$ cat config.mk
export PLATFORM = sky130hd
export DESIGN_NAME = cd_frame_reader
export DESIGN_NICKNAME = d
export VERILOG_FILES = /design/src/rtl/cd_pkg.sv /design/src/rtl/cd_tag_fifo.sv /design/src/rtl/cd_frame_reader.sv
export SDC_FILE = /design/constraint.sdc
export NUM_CORES = 1
export LEC_CHECK = 0
export ABC_AREA = 1
export CAP_MARGIN = 10
export CORE_UTILIZATION = 35
export CTS_BUF_LIST = sky130_fd_sc_hd__clkbuf_8 sky130_fd_sc_hd__clkbuf_16
export DETAILED_ROUTE_END_ITERATION = 10
export HOLD_SLACK_MARGIN = 0.02
export SYNTH_ARGS = -nofsm -noshare
export SYNTH_HDL_FRONTEND = slang
export SYNTH_HIERARCHICAL = 1
export SYNTH_SLANG_ARGS = --single-unit
$ cat constraint.sdc
create_clock -name clk -period 5.4 [get_ports clk]
set_input_delay 1.08 -clock clk [delete_from_list [all_inputs] [get_ports clk]]
set_output_delay 1.08 -clock clk [all_outputs]
set_load 0.05 [all_outputs]
$ cat src/rtl/cd_pkg.sv
// Shared constants and types for the CDBUS frame reader.
//   CD_HDR_LEN     header bytes before the payload (src, dst, len)
//   CD_MAX_DATA    largest payload length honoured; longer len fields are clamped
//   CD_FIFO_DEPTH  entries in the tagged return FIFO
//   cd_rd_state_t  reader FSM state
//   cd_tag_entry_t one FIFO entry: frame byte plus its index within the frame
package cd_pkg;

  localparam int unsigned CD_HDR_LEN    = 3;
  localparam int unsigned CD_MAX_DATA   = 253;
  localparam int unsigned CD_FIFO_DEPTH = 4;
  localparam int unsigned CD_CNT_W      = $clog2(CD_FIFO_DEPTH + 1);

  typedef enum logic [0:0] {IDLE, RUN} cd_rd_state_t;

  typedef struct packed {
    logic [7:0] idx;
    logic [7:0] data;
  } cd_tag_entry_t;

  // Index of the final frame byte for a given len field; clamping keeps it within 8 bits.
  function automatic logic [7:0] cd_last_idx(input logic [7:0] len);
    if (len > 8'(CD_MAX_DATA)) begin
      return 8'(CD_MAX_DATA + CD_HDR_LEN - 1);
    end
    return len + 8'(CD_HDR_LEN - 1);
  endfunction

endpackage

$ cat src/rtl/cd_tag_fifo.sv
// Small shift-register FIFO of (byte, index) pairs. Entry 0 is always the head.
//   clk, reset_n          clock, synchronous active-low reset
//   flush                 drop every entry (dominates all other requests)
//   pop                   remove the head
//   purge, purge_idx      drop every entry whose index exceeds purge_idx
//   push, push_data/idx   append an entry (applied after pop and purge)
//   count                 current occupancy
//   head_data, head_idx   head entry contents
module cd_tag_fifo
  import cd_pkg::*;
(
  input  logic                clk,
  input  logic                reset_n,
  input  logic                flush,
  input  logic                pop,
  input  logic                purge,
  input  logic [7:0]          purge_idx,
  input  logic                push,
  input  logic [7:0]          push_data,
  input  logic [7:0]          push_idx,
  output logic [CD_CNT_W-1:0] count,
  output logic [7:0]          head_data,
  output logic [7:0]          head_idx
);

  localparam int unsigned PtrW = $clog2(CD_FIFO_DEPTH);

  cd_tag_entry_t       mem_q [CD_FIFO_DEPTH];
  cd_tag_entry_t       mem_d [CD_FIFO_DEPTH];
  logic [CD_CNT_W-1:0] cnt_q, cnt_d;
  logic [CD_CNT_W-1:0] keep;
  logic                stop;

  always_comb begin
    mem_d = mem_q;
    cnt_d = cnt_q;
    keep  = '0;
    stop  = 1'b0;
    if (flush) begin
      cnt_d = '0;
    end else begin
      if (pop && cnt_q != '0) begin
        for (int i = 0; i < int'(CD_FIFO_DEPTH) - 1; i++) begin
          mem_d[i] = mem_q[i + 1];
        end
        cnt_d = cnt_q - 1'b1;
      end
      // Indices are stored in ascending order, so keep the leading run that fits.
      if (purge) begin
        for (int i = 0; i < int'(CD_FIFO_DEPTH); i++) begin
          if (!stop && CD_CNT_W'(i) < cnt_d && mem_d[i].idx <= purge_idx) begin
            keep = CD_CNT_W'(i + 1);
          end else begin
            stop = 1'b1;
          end
        end
        cnt_d = keep;
      end
      if (push && cnt_d < CD_CNT_W'(CD_FIFO_DEPTH)) begin
        mem_d[cnt_d[PtrW-1:0]] = '{idx: push_idx, data: push_data};
        cnt_d = cnt_d + 1'b1;
      end
    end
  end

  always_ff @(posedge clk) begin
    if (!reset_n) begin
      cnt_q <= '0;
      mem_q <= '{default: '0};
    end else begin
      cnt_q <= cnt_d;
      mem_q <= mem_d;
    end
  end

  assign count     = cnt_q;
  assign head_data = mem_q[0].data;
  assign head_idx  = mem_q[0].idx;

endmodule

$ cat src/rtl/cd_frame_reader.sv
// Streams one CDBUS frame (src, dst, len, len data bytes) from SRAM address 0 onto a
// valid/ready byte stream, marking the final byte with out_last.
//   clk, reset_n        clock, synchronous active-low reset
//   start, abort        begin a frame (ignored while busy) / cancel it (highest priority)
//   busy, done          frame in progress / pulse on the final byte's handshake
//   ra, re, rd          SRAM read port; rd is valid the cycle after re
//   out_data/valid/ready/last  byte stream
// Reads are issued ahead of the stream while FIFO occupancy plus reads in flight stays
// below the FIFO depth, so a stalled sink can never overflow the FIFO. Reads issued before
// the len byte returns are speculative; returns beyond the final index are dropped.
module cd_frame_reader
  import cd_pkg::*;
#(
  parameter int unsigned A_WIDTH = 8
) (
  input  logic               clk,
  input  logic               reset_n,
  input  logic               start,
  input  logic               abort,
  output logic               busy,
  output logic               done,
  output logic [A_WIDTH-1:0] ra,
  output logic               re,
  input  logic [7:0]         rd,
  output logic [7:0]         out_data,
  output logic               out_valid,
  input  logic               out_ready,
  output logic               out_last
);

  cd_rd_state_t        state_q, state_d;

  logic                re_q, rvalid_q;
  logic [A_WIDTH-1:0]  ra_q;
  logic [7:0]          tag_q;       // index of the read now at the SRAM
  logic [7:0]          rtag_q;      // index of the byte now on rd
  logic [8:0]          rd_idx_q, rd_idx_d;
  logic                len_known_q, len_known_d;
  logic [7:0]          last_idx_q, last_idx_d;

  logic [CD_CNT_W-1:0] fifo_cnt, pending;
  logic [7:0]          head_data, head_idx, new_last, issue_tag;
  logic                start_ok, hs, fin, len_hit, keep_rtn, push, can_more;
  logic                issue_run, issue;

  assign start_ok  = (state_q == IDLE) && start && !abort;
  assign hs        = out_valid && out_ready;
  assign fin       = hs && out_last && !abort;

  assign len_hit   = (state_q == RUN) && rvalid_q && !len_known_q &&
                     (rtag_q == 8'(CD_HDR_LEN - 1));
  assign new_last  = cd_last_idx(rd);
  assign keep_rtn  = !len_known_q || (rtag_q <= last_idx_q);
  assign push      = (state_q == RUN) && rvalid_q && keep_rtn && !abort;

  assign pending   = fifo_cnt + CD_CNT_W'(re_q) + CD_CNT_W'(rvalid_q);
  assign can_more  = !len_known_q || (rd_idx_q <= {1'b0, last_idx_q});
  assign issue_run = (state_q == RUN) && !abort && !fin && can_more &&
                     (pending < CD_CNT_W'(CD_FIFO_DEPTH));
  // The start cycle issues index 0 directly so the first read leaves one cycle later.
  assign issue     = start_ok || issue_run;
  assign issue_tag = start_ok ? 8'd0 : rd_idx_q[7:0];

  // FSM: state register
  always_ff @(posedge clk) begin
    if (!reset_n) begin
      state_q <= IDLE;
    end else begin
      state_q <= state_d;
    end
  end

  // FSM: next state
  always_comb begin
    state_d = state_q;
    unique case (state_q)
      IDLE: if (start_ok) state_d = RUN;
      RUN:  if (abort || fin) state_d = IDLE;
      default: state_d = IDLE;
    endcase
  end

  // FSM: outputs
  always_comb begin
    busy = (state_q == RUN);
  end

  always_comb begin
    rd_idx_d    = rd_idx_q;
    len_known_d = len_known_q;
    last_idx_d  = last_idx_q;
    if (start_ok) begin
      rd_idx_d    = 9'd1;
      len_known_d = 1'b0;
      last_idx_d  = '0;
    end else begin
      if (issue_run) rd_idx_d = rd_idx_q + 9'd1;
      if (len_hit) begin
        len_known_d = 1'b1;
        last_idx_d  = new_last;
      end
    end
  end

  always_ff @(posedge clk) begin
    if (!reset_n) begin
      re_q        <= 1'b0;
      ra_q        <= '0;
      tag_q       <= '0;
      rvalid_q    <= 1'b0;
      rtag_q      <= '0;
      rd_idx_q    <= '0;
      len_known_q <= 1'b0;
      last_idx_q  <= '0;
    end else begin
      re_q        <= issue;
      if (issue) begin
        ra_q  <= A_WIDTH'(issue_tag);
        tag_q <= issue_tag;
      end
      // Abort or frame end drops the read still in flight.
      rvalid_q    <= re_q && (state_q == RUN) && !abort && !fin;
      rtag_q      <= tag_q;
      rd_idx_q    <= rd_idx_d;
      len_known_q <= len_known_d;
      last_idx_q  <= last_idx_d;
    end
  end

  cd_tag_fifo u_fifo (
    .clk       (clk),
    .reset_n   (reset_n),
    .flush     (abort),
    .pop       (hs),
    .purge     (len_hit),
    .purge_idx (new_last),
    .push      (push),
    .push_data (rd),
    .push_idx  (rtag_q),
    .count     (fifo_cnt),
    .head_data (head_data),
    .head_idx  (head_idx)
  );

  assign re        = re_q;
  assign ra        = ra_q;
  assign out_valid = (fifo_cnt != '0);
  assign out_data  = out_valid ? head_data : 8'd0;
  assign out_last  = out_valid && len_known_q && (head_idx == last_idx_q);
  assign done      = fin;

endmodule

==> results_dict.tcl, run 1 <==
set metrics [dict create \
    cp_slowest_stage_delay_ns 0.55 \
    synthXorXnorAreaFrac_pct 0.6936 \
    required_ns 5.67 \
    io_pins 34 \
    synth_top_family_by_area "simple AND/OR/NAND/NOR gates" \
    ys_ff_latch 104 \
    track_usage_pct 19.76 \
    htreeDepth 3 \
    fin_crit_sh_pct 91.64 \
    yosys-top-cells-area "dfxtp_1 28%, nand2_1 19%, ha_1 9.6%" \
    dieHeight_um 147.4 \
    synth_top_area_cell "dfxtp_1" \
    yosys.area_share.adder_pct 9.643 \
    power.density_nw_per_um2 192.6 \
    finish.utilization_pct 40.04 \
    overflow 0 \
    ys_async_sr_fraction_pct 0 \
    synth-seq-area-share_pct 28.15 \
    grt_pass1_vias 6516 \
    path_clk_slew_ns 0.09 \
    hold_slack_ns 0.4529 \
    port_buffers 33 \
    critPathSlowestCell "clkdlybuf4s50_1" \
    antenna_found_initial 1 \
    ant_nets 0 \
    totalPowerFinal_mw 1.580 \
    area_delta_synth_final_pct 10.95 \
    worst_pin_slew_ns 0.7153 \
    netlist_area_um2 7396 \
    nets 1236 \
    min_period_ns 4.949 \
    hpwl_um 15470 \
    drc 0 \
    synth.distinct_cells 45 \
    drive_above_1_share_pct 7.857 \
    final_hold_viol_count 0 \
    muxShareOfSynthArea_pct 0 \
    end_kind "register" \
    drt-vias-per-instance 4.872 \
    crit_top_cell "nand2_1" \
    finalNonFillerCells 1441 \
    fillCellCount 2229 \
    pre_cts_ws_ns -0.003441 \
    path_class "in2reg" \
    clock_path_buffers 2 \
    syn_avg_cell_area_um2 6.343 \
    slew_headroom_pct 52.16 \
    clock_latency_ns 0.37 \
    grt_pass1_wl_um 33800 \
    crit_chain "clkdlybuf4s50_1 -> nand3_1 -> nor2_1 -> nand2_1 -> nor3_2 -> inv_1 -> o21ai_2 -> inv_1 -> ha_1 -> a21oi_1 -> nand2_1 -> nand2_1 -> a21oi_1 -> or2_2 -> o21ai_0 -> nand2_1 -> nand2_1 -> inv_1 -> ha_1 -> inv_1 -> o21ai_0 -> nand3_1 -> nand2_1" \
    design_area_um2 8205 \
    tritoncts "built" \
    numClockSinks 104 \
    die_area_um2 21720 \
    cts_resized 0 \
    num_rows 52 \
    hp-class "reg2reg" \
    slew_viol_final 0 \
    synth_edf_count 0 \
    place_area_um2 7895 \
    grt_max_degree 32 \
    yosys_warnings 6 \
    core_um2 20490 \
    post_cts_buffers 0 \
    syn_inst 1166 \
    first_pass_iters 6 \
    start_util_pct 36.09 \
    setup_tns_ns 0 \
    cp_max_fo 16 \
    power_leakage_nw 3.609 \
    yosysMostFrequentCell "nand2_1" \
    finClkSkew_ns 0.01431 \
    vias 7021 \
    critPathArrivalTime_ns 5.21 \
    rsz0062_at_grt "false" \
    synthesis.nets 1236 \
    synth_common_cells "378 x nand2_1, 145 x inv_1, 104 x dfxtp_1" \
    synth-simple-area-share_pct 33.38 \
    dp_cells 1425 \
    hold_buffers 0 \
    routed_wl_um 20670 \
    start_kind "primary input" \
    cts_inserted_buffers 9 \
    cts_root_buf "clkbuf_16" \
    synth_top_area_share_pct 28.15 \
    peakVddDrop_mv 0.1420 \
    ys.flop_type "dfxtp_1" \
    cap_violations 0 \
    setup_viol 0 \
    drt_iter0_drc 521 \
    die-width_um 147.4 \
    status "completed" \
    diodes 0 \
    synth-compound-area-share_pct 15.02 \
    layout_setup_ws_ns 0.4515 \
    fmax_ghz 0.2021 \
    gp_congestion 0.9109 \
    wl_per_cell_um 14.34 \
]
-- area by class of cell --
cell class                      count  area [um2]  share of cell area [%]
Tap cell                          270       337.8                   4.117
Clock inverter                      7       73.82                  0.8997
Timing Repair Buffer               54       538.0                   6.557
Multi-Input combinational cell    841        4363                   53.17
Inverter                          156       585.6                   7.136
Sequential cell                   104        2082                   25.37
Clock buffer                        9       225.2                   2.745
-- path summary, 6_finish.rpt --
check                                startpoint                  to  slack (ns)  depth (start not counted)
worst min-delay path                   tag_q[2]           rtag_q[2]        0.45                          2
worst max register to register  u_fifo/count[1]  u_fifo/head_idx[0]        1.30                         21
worst max-delay path                      rd[1]  u_fifo/head_idx[0]        0.45                         23
worst min register to register         tag_q[2]           rtag_q[2]        0.45                          2
-- cells by family (layout without fill, tap and decap cells) --
| logic type | Yosys count | in the layout |
|---|---|---|
| AO/OA/AOI/OAI | 199 | 199 |
| XOR/XNOR | 5 | 5 |
| adder cells (fa/ha/maj) | 57 | 57 |
| buffers and inverters | 221 | 226 |
| flip-flops | 104 | 104 |
| AND/OR/NAND/NOR | 580 | 580 |
-- worst max-delay path: cells and delay by family --
kind            cells  cell delay (ns)
simple gates       11             1.42
buf+inv             5             1.38
compound gates      5             0.78
fa+ha+maj           2             0.55
-- power breakdown --
group / switching, mW / leakage [nW] / total [mW] / internal (mW)
clock: 0.350 / 0.147 / 0.679 / 0.329
sequential: 0.00369 / 0.838 / 0.773 / 0.770
combinational: 0.0897 / 2.62 / 0.128 / 0.0379
-- routing by layer --
metal / global-route usage [%] / part of all wire, % / routed length, um / vias to the layer above
met5: 0 / 0 / 0 / -
met4: 5.515 / 1.0 / 210 / 0
met3: 3.292 / 5.2 / 1071 / 14
met2: 31.27 / 44 / 8992 / 136
met1: 27.50 / 50 / 10390 / 3203
li1: - / - / - / 3668
-- layout by cell type, fill, tap and decap left out, types with 3 or more instances in the layout --
master             n
nand2_1          378
inv_1            145
dfxtp_1          104
o21ai_0           96
nor2_1            86
nand3_1           73
ha_1              57
clkdlybuf4s50_1   33
o21ai_1           31
a21oi_1           28
buf_4             17
o21bai_1          16
a21oi_2           12
nand2_2           10
inv_2              9
clkbuf_16          9
a211oi_1           7
nand4_1            5
nor2_4             4
buf_12             4
or2_2              3
nor3_1             3
nand3_2            3
nor2_2             3
xnor2_1            3
o21a_1             3
(Power assumes the default switching activity.)
==> run 2, diff against run 1 <==
- CORE_MARGIN: unset -> 2
- clock period: 5.4 -> 5.9 ns (I/O delays scaled with it)
==> run 2 against run 1 <==
  * Clock power is 7.8% lower
  * First-iteration DRC count grew 31%
  * Final cell count unchanged
  * Sequential share of layout area is 0.17 points higher
  * Sequential power is 8.4% lower
  * Core utilization decreased by 1.0 points
  * Critical path depth is 9 higher
  * Hold slack worse by 0.0042 ns
  * Count of clock-buffer cells in the layout is the same
  * Via count is 0.23% lower
  * Power down 8.4%
==> results_dict.tcl, run 2 (synthesized netlist as in run 1, its figures left out) <==
set metrics [dict create \
    final_common_cell "nand2_1" \
    vias 7005 \
    layout_setup_ws_ns 0.6399 \
    rsz0062_at_grt "false" \
    cts_inserted_buffers 9 \
    port_buffers 33 \
    nets 1231 \
    hpwl_um 14920 \
    cts_resized 0 \
    critPathArrivalTime_ns 5.55 \
    cp_max_fo 31 \
    critical-path-top-delay-family "simple AND/OR/NAND/NOR gates" \
    fmax_ghz 0.1901 \
    drt-vias-per-instance 4.861 \
    final_cell_mix "378 x nand2_1, 145 x inv_1, 104 x dfxtp_1" \
    tritoncts "built" \
    slew_viol_final 0 \
    crit_buf_inv 9 \
    drive_above_1_share_pct 7.204 \
    io_pins 34 \
    dieHeight_um 149.4 \
    core_um2 20890 \
    cp_slowest_stage_delay_ns 0.56 \
    die-width_um 149.4 \
    post_cts_buffers 0 \
    worst_pin_slew_ns 0.9245 \
    ant_nets 0 \
    start_kind "primary input" \
    fin_crit_sh_pct 89.15 \
    clock_latency_ns 0.37 \
    gp_congestion 0.8791 \
    setup_viol 0 \
    cap_violations 0 \
    wl_per_cell_um 14.22 \
    critPathSlowestCell "clkdlybuf4s50_1" \
    pre_cts_ws_ns 0.3204 \
    totalPowerFinal_mw 1.448 \
    hold_buffers 0 \
    num_rows 53 \
    min_period_ns 5.260 \
    cts_root_buf "clkbuf_16" \
    die_area_um2 22310 \
    crit_top_cell "nand2_1" \
    antenna_found_initial 0 \
    drc 0 \
    path_class "in2reg" \
    end_kind "register" \
    drt_iter0_drc 682 \
    slew_headroom_pct 38.22 \
    power_leakage_nw 3.574 \
    status "completed" \
    fillCellCount 2248 \
    finClkSkew_ns 0.01648 \
    htreeDepth 3 \
    clock_path_buffers 2 \
    final_hold_viol_count 0 \
    diodes 0 \
    hp-class "reg2reg" \
    grt_pass1_wl_um 33210 \
    area_delta_synth_final_pct 10.20 \
    peakVddDrop_mv 0.1560 \
    required_ns 6.19 \
    track_usage_pct 18.97 \
    numClockSinks 104 \
    start_util_pct 35.41 \
    first_pass_iters 5 \
    setup_tns_ns 0 \
    power.density_nw_per_um2 177.7 \
    hold_slack_ns 0.4487 \
    overflow 0 \
    grt_pass1_vias 6082 \
    routed_wl_um 20490 \
    grt_max_degree 46 \
    path_clk_slew_ns 0.09 \
]
==> run 2: cell count changes in the layout (fill, tap and decap cells not counted), moves of 2 or more <==
cell / delta
a21oi_1: +2
clkinv_8: +2
buf_4: -3
buf_12: -2
a21oi_2: -2
==> run 2: per-layer routing <==
metal	wire, um	part of all wire [%]	vias up	global-route usage (%)
met2	8909	43	178	28.92
met3	1238	6.0	19	3.211
li1	-	-	3657	-
met1	10100	49	3151	27.80
met5	0	0	-	0
met4	238	1.2	0	4.429
==> run 2: where the power goes <==
| part | internal [mW] | switching [mW] |
|---|---|---|
| clock | 0.304 | 0.322 |
| sequential | 0.704 | 0.00345 |
| combinational | 0.0335 | 0.0806 |
| total | 1.04 | 0.406 |
==> run 2: path summary, 6_finish.rpt <==
check                                     start  cells after the start  slack, ns               end
worst max-delay path                      rd[4]                     32       0.64  u_fifo/mem_q[28]
worst max register to register  u_fifo/count[1]                     31       1.58  u_fifo/mem_q[28]
worst min-delay path                   tag_q[2]                      2       0.45         rtag_q[2]
worst min register to register         tag_q[2]                      2       0.45         rtag_q[2]
==> run 2: through the flow <==
step | instances | instance area, um2 | util [%]
after floorplan | 1166 | 7396 | -
after global placement | 1425 | 7839 | 37.53
after detailed placement | 1425 | 7839 | 37.53
after CTS | 1441 | 8150 | 39.02
after global routing | 1441 | 8150 | 39.02
final | 1441 | 8150 | 39.02
==> run 2: area by class of cell <==
| cell class | instances | area, um2 | area share, % |
|---|---|---|---|
| Sequential cell | 104 | 2082 | 25.55 |
| Timing Repair Buffer | 49 | 475.5 | 5.834 |
| Clock inverter | 7 | 86.33 | 1.059 |
| Clock buffer | 9 | 225.2 | 2.763 |
| Tap cell | 275 | 344.1 | 4.222 |
| Multi-Input combinational cell | 841 | 4352 | 53.39 |
| Inverter | 156 | 585.6 | 7.185 |
==> run 2: worst min-delay path, stage by stage (launching register included) <==
cell and delay, ns:
dfxtp_1 0.32, nand2_1 0.06, inv_1 0.03
==> RTL change (settings of run 1) <==
`CD_MAX_DATA`: 253 -> 189.
--- a/src/rtl/cd_pkg.sv
+++ b/src/rtl/cd_pkg.sv
@@ -8,5 +8,5 @@
 
   localparam int unsigned CD_HDR_LEN    = 3;
-  localparam int unsigned CD_MAX_DATA   = 253;
+  localparam int unsigned CD_MAX_DATA   = 189;
   localparam int unsigned CD_FIFO_DEPTH = 4;
   localparam int unsigned CD_CNT_W      = $clog2(CD_FIFO_DEPTH + 1);
Function: same outputs for any inputs over 4 cycles, from zero or initial values and one cycle with reset_n low; that may be too few to reach the edited logic, so the function may still have changed.
==> RTL change against run 1 <==
- sequential power hardly changed
- setup slack improved by 0.016 ns
- clock power about the same
- sequential cell count is the same
- power is 0.54% lower
- sequential share of layout area increased by 0.59 points
- design area down 2.3%
- routed wire length is 0.66% lower
- synthesized area fell by 1.7%
- synthesized cell count fell by 0.69%
- critical endpoint unchanged
- largest power group unchanged
==> RTL change: results (changes against run 1) <==
----------------------------------------------------
[Critical path]
  Critical R2R Capture ... u_fifo/head_idx[0]
  Worst R2R Path Depth ... 26 (+24%)
  Critical Path Slowest Stage Cell ... clkdlybuf4s50_1
  Largest stage delay, worst path ... 0.53 ns (-0.02 ns)
  Worst R2R Setup Slack ... 1.05 ns (-0.25 ns)
  Maximum net fanout on the critical path ... 16 (unchanged)
  Worst path arrival time ... 5.19 ns (-0.02 ns)
  Family with the most delay on the worst path ... buffers and inverters
  Worst reg2reg startpoint ... u_fifo/count[2]

[Drt]
  Violation count after the first detailed-route iteration ... 453 (-13%)
  Routed vias/inst ... 4.81 (-1.3%)
  Iteration count of the initial detailed-routing pass ... 5 (-1)
  Detailed-route wire length per cell ... 14.3 um (about the same)

[Clocking]
  Number of instances resized during post-cts repair ... 0 (unchanged)
  Number of buffers created by CTS ... 9 (unchanged)
  # H-tree levels ... 3 (unchanged)
  Post-CTS Setup Inserts ... 0 (unchanged)
  Maximum buffer depth of the clock tree ... 2 (unchanged)
  Clock Tree Root ... clkbuf_16
  Clock input transition at the sequential cells of the worst setup and hold paths ... 0.07 ns (-0.02 ns)
  Source-to-sink clock delay at the later pin of the worst-skew pair ... 0.36 ns

[Synthesis]
  Leading cell types by count after synthesis ... nand2_1 (384), inv_1 (149), dfxtp_1 (104)
  Top FF cell, synth ... dfxtp_1
  Mean area per synthesized cell ... 6.28 um2 (-1.0%)
  Post-Syn Nets ... 1,228 (-0.65%)
  Async set-reset flop share out of synthesis ... 0% (unchanged)
  Total number of yosys warnings ... 6 (unchanged)
  Post-synth cell types ... 40 (-11%)
  Top area cells in the synthesized netlist ... dfxtp_1 (29%), nand2_1 (20%), ha_1 (9.8%)
  Share of the yosys chip area belonging to registers ... 28.6% (+0.48 points)

[Placement]
  Post-detailed-placement half-perimeter wirelength ... 15,200 um (-1.5%)
  Placement-stage cell area ... 7720 um2 (-2.3%)
  Port Buffers ... 33 (unchanged)
  Weighted congestion reported at the end of routability-driven placement ... 0.865 (-5.0%)
  Post-place setup slack ... 0.150 ns (+0.154 ns)

[Global routing]
  Total routing resource utilization after global routing ... 20.1% (+0.31 points)
  Via count of the first global-routing pass ... 6,263 (-3.9%)
  Antenna violations before repair ... 0 (-1)
  Global-route wire length before repair ... 33,700 um (-0.22%)
  Largest net degree at the start of global routing ... 40 (+25%)

[Pwr]
  Pleak ... 3.53 nW (-2.2%)
  Peak supply drop ... 0.167 mV (+17%)

[Timing]
  Worst hold slack ... 0.449 ns (-0.00428 ns)
  Layout Skew ... 0.00622 ns (-0.00808 ns)
  Slew headroom ... 52.4% (+0.21 points)

[Layout]
  Diodes inserted ... 0 (unchanged)
  Final instance count without filler cells ... 1,431 (-0.69%)
  Share of cells above drive strength 1 ... 5.77% (-2.1 points)

[Hold path]
  Cell count of the worst hold path ... 2 (unchanged)
  Worst Hold Endpoint ... rtag_q[1]
  Hold path startpoint ... tag_q[1]
  Hold Path Class ... register to register

[Status]
  Result of the run ... completed

----------------------------------------------------
-- RTL change: cell count changes after synthesis, moves of 6 or more --
cell	run 1	this run
a21oi_2	10	0
nand2_1	378	384
a21oi_1	30	46
a211oi_1	7	0
nor2_1	87	78
-- RTL change: kinds of logic after synthesis --
group	count (synthesis)	synth area share (%)
simple gates	567	32.7
fa+ha+maj	57	9.81
flops	104	28.6
buf+inv	223	13.4
xor+xnor	3	0.465
compound gates	204	15.0
-- RTL change: metal layers --
metal  global-route usage, %  vias up  wire, um
met5                       0        -         0
met3                    3.97       21      1010
met1                    27.5     3077      9990
li1                        -     3641         -
met4                    5.63        0       303
met2                    31.9      143      9230
-- RTL change: layout make-up --
class | instances | area (um2)
Sequential cell | 104 | 2080
Clock inverter | 5 | 58.8
Inverter | 158 | 598
Timing Repair Buffer | 53 | 480
Clock buffer | 10 | 239
Fill cell | 2199 | 12300
Multi-Input combinational cell | 831 | 4220
Tap cell | 270 | 338
-- RTL change: worst max-delay path by stage --
| stage | from | to | slack (ns) | cells past startpoint |
|---|---|---|---|---|
| floorplan | out_ready | u_fifo/mem_q[31] | 1.14 | 26 |
| global placement | rd[3] | u_fifo/head_idx[0] | 0.23 | 29 |
| finish | rd[3] | u_fifo/head_idx[0] | 0.47 | 29 |
| global route | rd[3] | u_fifo/head_idx[0] | 0.05 | 29 |
| detailed placement | rd[3] | u_fifo/head_idx[0] | 0.15 | 27 |
| CTS | rd[3] | u_fifo/mem_q[23] | 0.55 | 34 |
-- RTL change: power breakdown --
group | total [mW] | switching, mW | internal, mW
combinational | 0.120 | 0.0847 | 0.0354
clock | 0.678 | 0.308 | 0.370
sequential | 0.773 | 0.00410 | 0.769
-- RTL change: tightest hold or removal path, cell delays in order, from the launching register on --
cell,delay [ns]
dfxtp_1,0.32
nand2_1,0.06
inv_1,0.03
